<file path="config.mk">
export PLATFORM = sky130hd
export DESIGN_NAME = bp_me_cache_dma_responder
export DESIGN_NICKNAME = d
export VERILOG_FILES = /design/src/rtl/bp_me_cache_dma_responder.sv
export SDC_FILE = /design/constraint.sdc
export NUM_CORES = 1
export LEC_CHECK = 0
export ABC_AREA = 1
export BUFFER_PORTS_ARGS = -buffer_cell sky130_fd_sc_hd__clkbuf_2
export CORE_MARGIN = 3
export CORE_UTILIZATION = 53
export DETAILED_ROUTE_END_ITERATION = 8
export PLACE_DENSITY_LB_ADDON = 0.12
export SLEW_MARGIN = 20
export SYNTH_ARGS = -nofsm -noshare
export SYNTH_HDL_FRONTEND = slang
export SYNTH_SLANG_ARGS = --single-unit
</file>
<file path="constraint.sdc">
create_clock -name clk_i -period 12.3 [get_ports clk_i]
set_input_delay 0.615 -clock clk_i [delete_from_list [all_inputs] [get_ports clk_i]]
set_output_delay 0.615 -clock clk_i [all_outputs]
set_load 0.1 [all_outputs]
</file>
<file path="src/rtl/bp_me_cache_dma_responder.sv">
// ============================================================================
// Module   : bp_me_cache_dma_responder
// Brief    : Memory-side DMA responder for the L2; serves block reads/writes
//            against a single-port synchronous-read SRAM.
// Revision : 1.0  initial release
// ============================================================================
`default_nettype none

module bp_me_cache_dma_responder #(
    parameter int daddr_width_p    = 32,
    parameter int fill_width_p     = 64,
    parameter int block_width_p    = 512,
    parameter int mem_addr_width_p = 20,
    localparam int dma_pkt_width_lp = 1 + daddr_width_p
) (
    input  logic                        clk_i,
    input  logic                        reset_n_i,

    input  logic [dma_pkt_width_lp-1:0] dma_pkt_i,
    input  logic                        dma_pkt_v_i,
    output logic                        dma_pkt_yumi_o,

    output logic [fill_width_p-1:0]     dma_data_o,
    output logic                        dma_data_v_o,
    input  logic                        dma_data_ready_and_i,

    input  logic [fill_width_p-1:0]     dma_data_i,
    input  logic                        dma_data_v_i,
    output logic                        dma_data_yumi_o,

    output logic                        mem_v_o,
    output logic                        mem_w_o,
    output logic [mem_addr_width_p-1:0] mem_addr_o,
    output logic [fill_width_p-1:0]     mem_data_o,
    input  logic [fill_width_p-1:0]     mem_data_i
);

    localparam int c_beats    = block_width_p / fill_width_p;
    localparam int c_cnt_w    = $clog2(c_beats);
    localparam int c_byte_off = $clog2(fill_width_p / 8);

    localparam logic [c_cnt_w-1:0] c_cnt_last = c_cnt_w'(c_beats - 1);
    localparam logic [c_cnt_w-1:0] c_cnt_one  = c_cnt_w'(1);
    localparam logic [mem_addr_width_p-1:0] c_align_mask = ~mem_addr_width_p'(c_beats - 1);

    typedef enum logic [1:0] {
        e_ready      = 2'd0,
        e_read       = 2'd1,
        e_read_drain = 2'd2,
        e_write      = 2'd3
    } state_e;

    state_e                      r_state;
    state_e                      w_state_next;
    logic [c_cnt_w-1:0]          r_cnt;
    logic [c_cnt_w-1:0]          w_cnt_next;
    logic [mem_addr_width_p-1:0] r_base;
    logic [mem_addr_width_p-1:0] w_pkt_word;
    logic [mem_addr_width_p-1:0] w_pkt_base;
    logic                        r_inflight;

    logic [fill_width_p-1:0]     r_fifo_mem [2];
    logic [1:0]                  r_count;
    logic [1:0]                  w_count_next;
    logic                        r_rptr;
    logic                        r_wptr;
    logic                        w_fifo_empty;
    logic                        w_out_v;
    logic                        w_deq;
    logic                        w_push;
    logic                        w_pop;
    logic [1:0]                  w_occ_after;
    logic                        w_credit;

    logic                        w_mem_v;
    logic                        w_mem_w;

    // Block-aligned SRAM word address; bits above the SRAM range drop off.
    assign w_pkt_word = mem_addr_width_p'(dma_pkt_i[daddr_width_p-1:0] >> c_byte_off);
    assign w_pkt_base = w_pkt_word & c_align_mask;

    // Output head bypasses the FIFO when it is empty so read data can leave
    // the cycle it returns from the SRAM.
    assign w_fifo_empty = (r_count == 2'd0);
    assign w_out_v      = !w_fifo_empty || r_inflight;
    assign w_deq        = w_out_v && dma_data_ready_and_i;
    assign w_pop        = w_deq && !w_fifo_empty;
    assign w_push       = r_inflight && !(w_fifo_empty && dma_data_ready_and_i);

    assign w_occ_after  = r_count + {1'b0, r_inflight} - {1'b0, w_deq};
    assign w_credit     = (w_occ_after < 2'd2);

    assign dma_data_v_o = w_out_v;
    assign dma_data_o   = !w_out_v     ? '0
                        : w_fifo_empty ? mem_data_i
                        :                r_fifo_mem[r_rptr];

    assign mem_v_o    = w_mem_v;
    assign mem_w_o    = w_mem_w;
    assign mem_addr_o = w_mem_v ? (r_base + mem_addr_width_p'(r_cnt)) : '0;
    assign mem_data_o = (w_mem_v && w_mem_w) ? dma_data_i : '0;

    always_comb begin
        w_count_next = r_count;
        case ({w_push, w_pop})
            2'b10:   w_count_next = r_count + 2'd1;
            2'b01:   w_count_next = r_count - 2'd1;
            default: w_count_next = r_count;
        endcase
    end

    always_comb begin
        w_state_next    = r_state;
        w_cnt_next      = r_cnt;
        dma_pkt_yumi_o  = 1'b0;
        dma_data_yumi_o = 1'b0;
        w_mem_v         = 1'b0;
        w_mem_w         = 1'b0;
        case (r_state)
            e_ready: begin
                dma_pkt_yumi_o = dma_pkt_v_i && reset_n_i;
                if (dma_pkt_yumi_o) begin
                    w_cnt_next   = '0;
                    w_state_next = dma_pkt_i[dma_pkt_width_lp-1] ? e_write : e_read;
                end
            end
            e_read: begin
                if (w_credit) begin
                    w_mem_v    = 1'b1;
                    w_cnt_next = r_cnt + c_cnt_one;
                    if (r_cnt == c_cnt_last) begin
                        w_state_next = e_read_drain;
                    end
                end
            end
            e_read_drain: begin
                if (w_occ_after == 2'd0) begin
                    w_state_next = e_ready;
                end
            end
            e_write: begin
                dma_data_yumi_o = dma_data_v_i;
                if (dma_data_v_i) begin
                    w_mem_v    = 1'b1;
                    w_mem_w    = 1'b1;
                    w_cnt_next = r_cnt + c_cnt_one;
                    if (r_cnt == c_cnt_last) begin
                        w_state_next = e_ready;
                    end
                end
            end
            default: w_state_next = e_ready;
        endcase
    end

    always_ff @(posedge clk_i or negedge reset_n_i) begin
        if (!reset_n_i) begin
            r_state    <= e_ready;
            r_cnt      <= '0;
            r_base     <= '0;
            r_inflight <= 1'b0;
            r_count    <= 2'd0;
            r_rptr     <= 1'b0;
            r_wptr     <= 1'b0;
        end else begin
            r_state    <= w_state_next;
            r_cnt      <= w_cnt_next;
            r_inflight <= w_mem_v && !w_mem_w;
            r_count    <= w_count_next;
            if (dma_pkt_yumi_o) begin
                r_base <= w_pkt_base;
            end
            if (w_push) begin
                r_wptr <= ~r_wptr;
            end
            if (w_pop) begin
                r_rptr <= ~r_rptr;
            end
        end
    end

    always_ff @(posedge clk_i) begin
        if (w_push) begin
            r_fifo_mem[r_wptr] <= mem_data_i;
        end
    end

endmodule

`default_nettype wire

</file>
==> results_dict.tcl <==
set metrics [dict create \
    io_buffer_count 303 \
    nFillCells 1126 \
    drc 0 \
    r2r_end "r_fifo_mem[1][38]$_DFFE_PP_" \
    wl_um 20100 \
    synth_top_flop_cell "edfxtp_1" \
    status "completed" \
    cp.required_ns 11.69 \
    holdBufCountCts 0 \
    syn_to_final_growth_pct 26.8 \
    antenna_left 0 \
    synth_top_family_by_area "simple AND/OR/NAND/NOR gates" \
    yosysWarnings 0 \
    fin_util 0.699 \
    grt_pass1_wl_um 30200 \
    initial_utilization 0.551 \
    drt-initial-drc-count 491 \
    ff2ff_setup_slack_ns 9.27 \
    diodes 0 \
    critPathCaptureType "output port" \
    crit_fanout 66 \
    overflow 0 \
    netlist.area_leader.share 0.495 \
    synth_commonest_cells "nor2_1, inv_1, edfxtp_1, mux2_2, o21ai_1" \
    grt_max_degree 67 \
    synth_edf_count 128 \
    synth-simple-area-share 0.134 \
    synth-xor-area-share 0.00451 \
    synthAdderAreaFrac 0.00805 \
    antenna_found_initial 0 \
    critPathLaunch "r_count[0]$_DFFE_PN0P_" \
    cts_tree "yes" \
    yosysTopAreaCell "edfxtp_1" \
    coreArea_sq_um 14100 \
    fin_crit_ns 4.54 \
    ctsResizeCount 0 \
    synthTopCellsByArea "edfxtp_1, nor2_1, mux2_2, dfrtp_1, inv_1" \
    layoutNonFillerInstCount 1273 \
    numCtsBuffers 17 \
    cp_data_arrival_time_ns 3.92 \
    synth_cells 793 \
    worst_skew_pair.late_latency_ns 0.42 \
    path_class "reg2out" \
    clk_pin_slew_worst_paths_ns 0.06 \
    synth_area_sq_um 7770 \
    chipHeight_um 127 \
    drive_gt1_frac 0.379 \
    die-area_sq_um 16200 \
    drtPass1Iterations 5 \
    synth.most_common_cell "nor2_1" \
    clock_skew_ns 0.00691 \
    start_kind "flip-flop" \
    worst_slew_pin_slew_ns 1.05 \
    row_count 43 \
    synth_fp_nets 964 \
    slew_violations 0 \
    synth-seq-cells 155 \
    rr_worst_depth 5 \
    hp-class "in2async" \
    r2r-start "r_count[0]$_DFFE_PN0P_" \
    synth_compound_area_frac 0.0565 \
    dpl.cell_count 1241 \
    vias_per_cell 4.88 \
    max-slew-margin-rel 0.303 \
    final-hold-violation-count 0 \
    num_vias 6212 \
    nets 1251 \
    cts_setup_buffers 0 \
    ys_types 26 \
    syn_area_per_cell_sq_um 9.80 \
    crit_end "mem_addr_o[1]" \
    yosysSeqAreaShare 0.582 \
    async_reset_ff_frac 0.174 \
    die_w_um 127 \
    dp_hpwl_um 14300 \
    muxShareOfSynthArea 0.0927 \
    setup_viol 0 \
    clock.fmax_ghz 0.220 \
    h-tree-depth 4 \
    finalCritPeriodShare 0.369 \
    cts.sinks 155 \
    drv_cap 0 \
    grt_pass1_vias 5904 \
    io_pins 319 \
    clockRootBuffer "clkbuf_16" \
    grt_setup_unrepaired "false" \
    fin_area_sq_um 9850 \
    routedWlPerCell_um 15.8 \
    gp_congestion 0.799 \
    tns_ns 0 \
    track_usage 0.243 \
    placed_area_sq_um 9250 \
    cts_buffer_depth 2 \
]
==> worst min path at each step <==
stage	to	slack, ns	cells after the start
2_1_floorplan	r_base[10]$_DFFE_PN0P_	0.32	0
3_3_place_gp	r_base[13]$_DFFE_PN0P_	0.52	2
3_5_place_dp	r_base[6]$_DFFE_PN0P_	0.53	2
4_1_cts	r_base[11]$_DFFE_PN0P_	0.23	1
5_1_grt	r_base[13]$_DFFE_PN0P_	0.28	1
6_report	r_base[13]$_DFFE_PN0P_	0.23	1
==> sequential cells by signal, indices dropped and copies added (netlist names) <==
register / flops
r_count: 2
r_wptr: 1
r_fifo_mem: 128
r_cnt: 3
r_inflight: 1
r_state: 2
r_rptr: 1
r_base: 17
==> through the flow <==
stage | hold slack, ns | setup slack, ns
finish | 0.230 | 7.76
floorplan | 0.319 | 7.69
global route | 0.282 | 7.44
detailed placement | 0.529 | 8.17
CTS | 0.231 | 7.71
global placement | 0.521 | 8.30
==> cell type report <==
class	instances	area, sq um	area share
Multi-Input combinational cell	430	2320	0.235
Timing Repair Buffer	309	1560	0.158
Inverter	167	629	0.0639
Sequential cell	155	4520	0.459
Tap cell	180	225	0.0229
Clock inverter	6	56.3	0.00572
Clock buffer	26	542	0.0550
==> cells by family (layout without fill, tap and decap cells) <==
| family | count (synthesis) | after routing |
|---|---|---|
| AOI/OAI and AO/OA | 87 | 87 |
| xor gates and xnor gates | 4 | 4 |
| adders and majority gates | 5 | 5 |
| buffers and inverters | 208 | 508 |
| DFF | 155 | 155 |
| muxes | 64 | 64 |
| and+or+nand+nor | 270 | 270 |
==> worst max-delay path, cell delays in order (launching register included) <==
cell,delay [ns]
dfrtp_1,0.45
nor2_4,0.14
inv_4,0.27
nor2_4,0.16
buf_4,0.64
nor2_1,0.11
ha_1,0.31
inv_1,0.04
ha_1,0.18
inv_1,0.05
nand2_1,0.06
nand2_1,0.07
nand2_1,0.08
nand2_2,0.12
inv_2,0.17
nor2_1,0.15
clkbuf_2,0.47
==> per-layer routing <==
layer / routed length (um) / GRT usage / vias to the layer above
met5: 0 / 0 / -
met3: 1570 / 0.0631 / 37
li1: - / - / 3063
met1: 8440 / 0.324 / 2859
met2: 9500 / 0.382 / 253
met4: 624 / 0.0984 / 0
==> cells in the final DEF, fill, tap and decap left out, drive strengths merged <==
master,instances
nor3,1
xor2,3
mux2,64
ha,5
nor2,227
inv,168
edfxtp,128
dfrtp,27
a21oi,1
clkbuf,329
buf,6
o21ai,86
nand3,4
xnor2,1
bufinv,1
clkinv,4
nand2,38
Power is not shown: default switching activity piles up to over one toggle a cycle in this logic, so the estimate is an artifact.
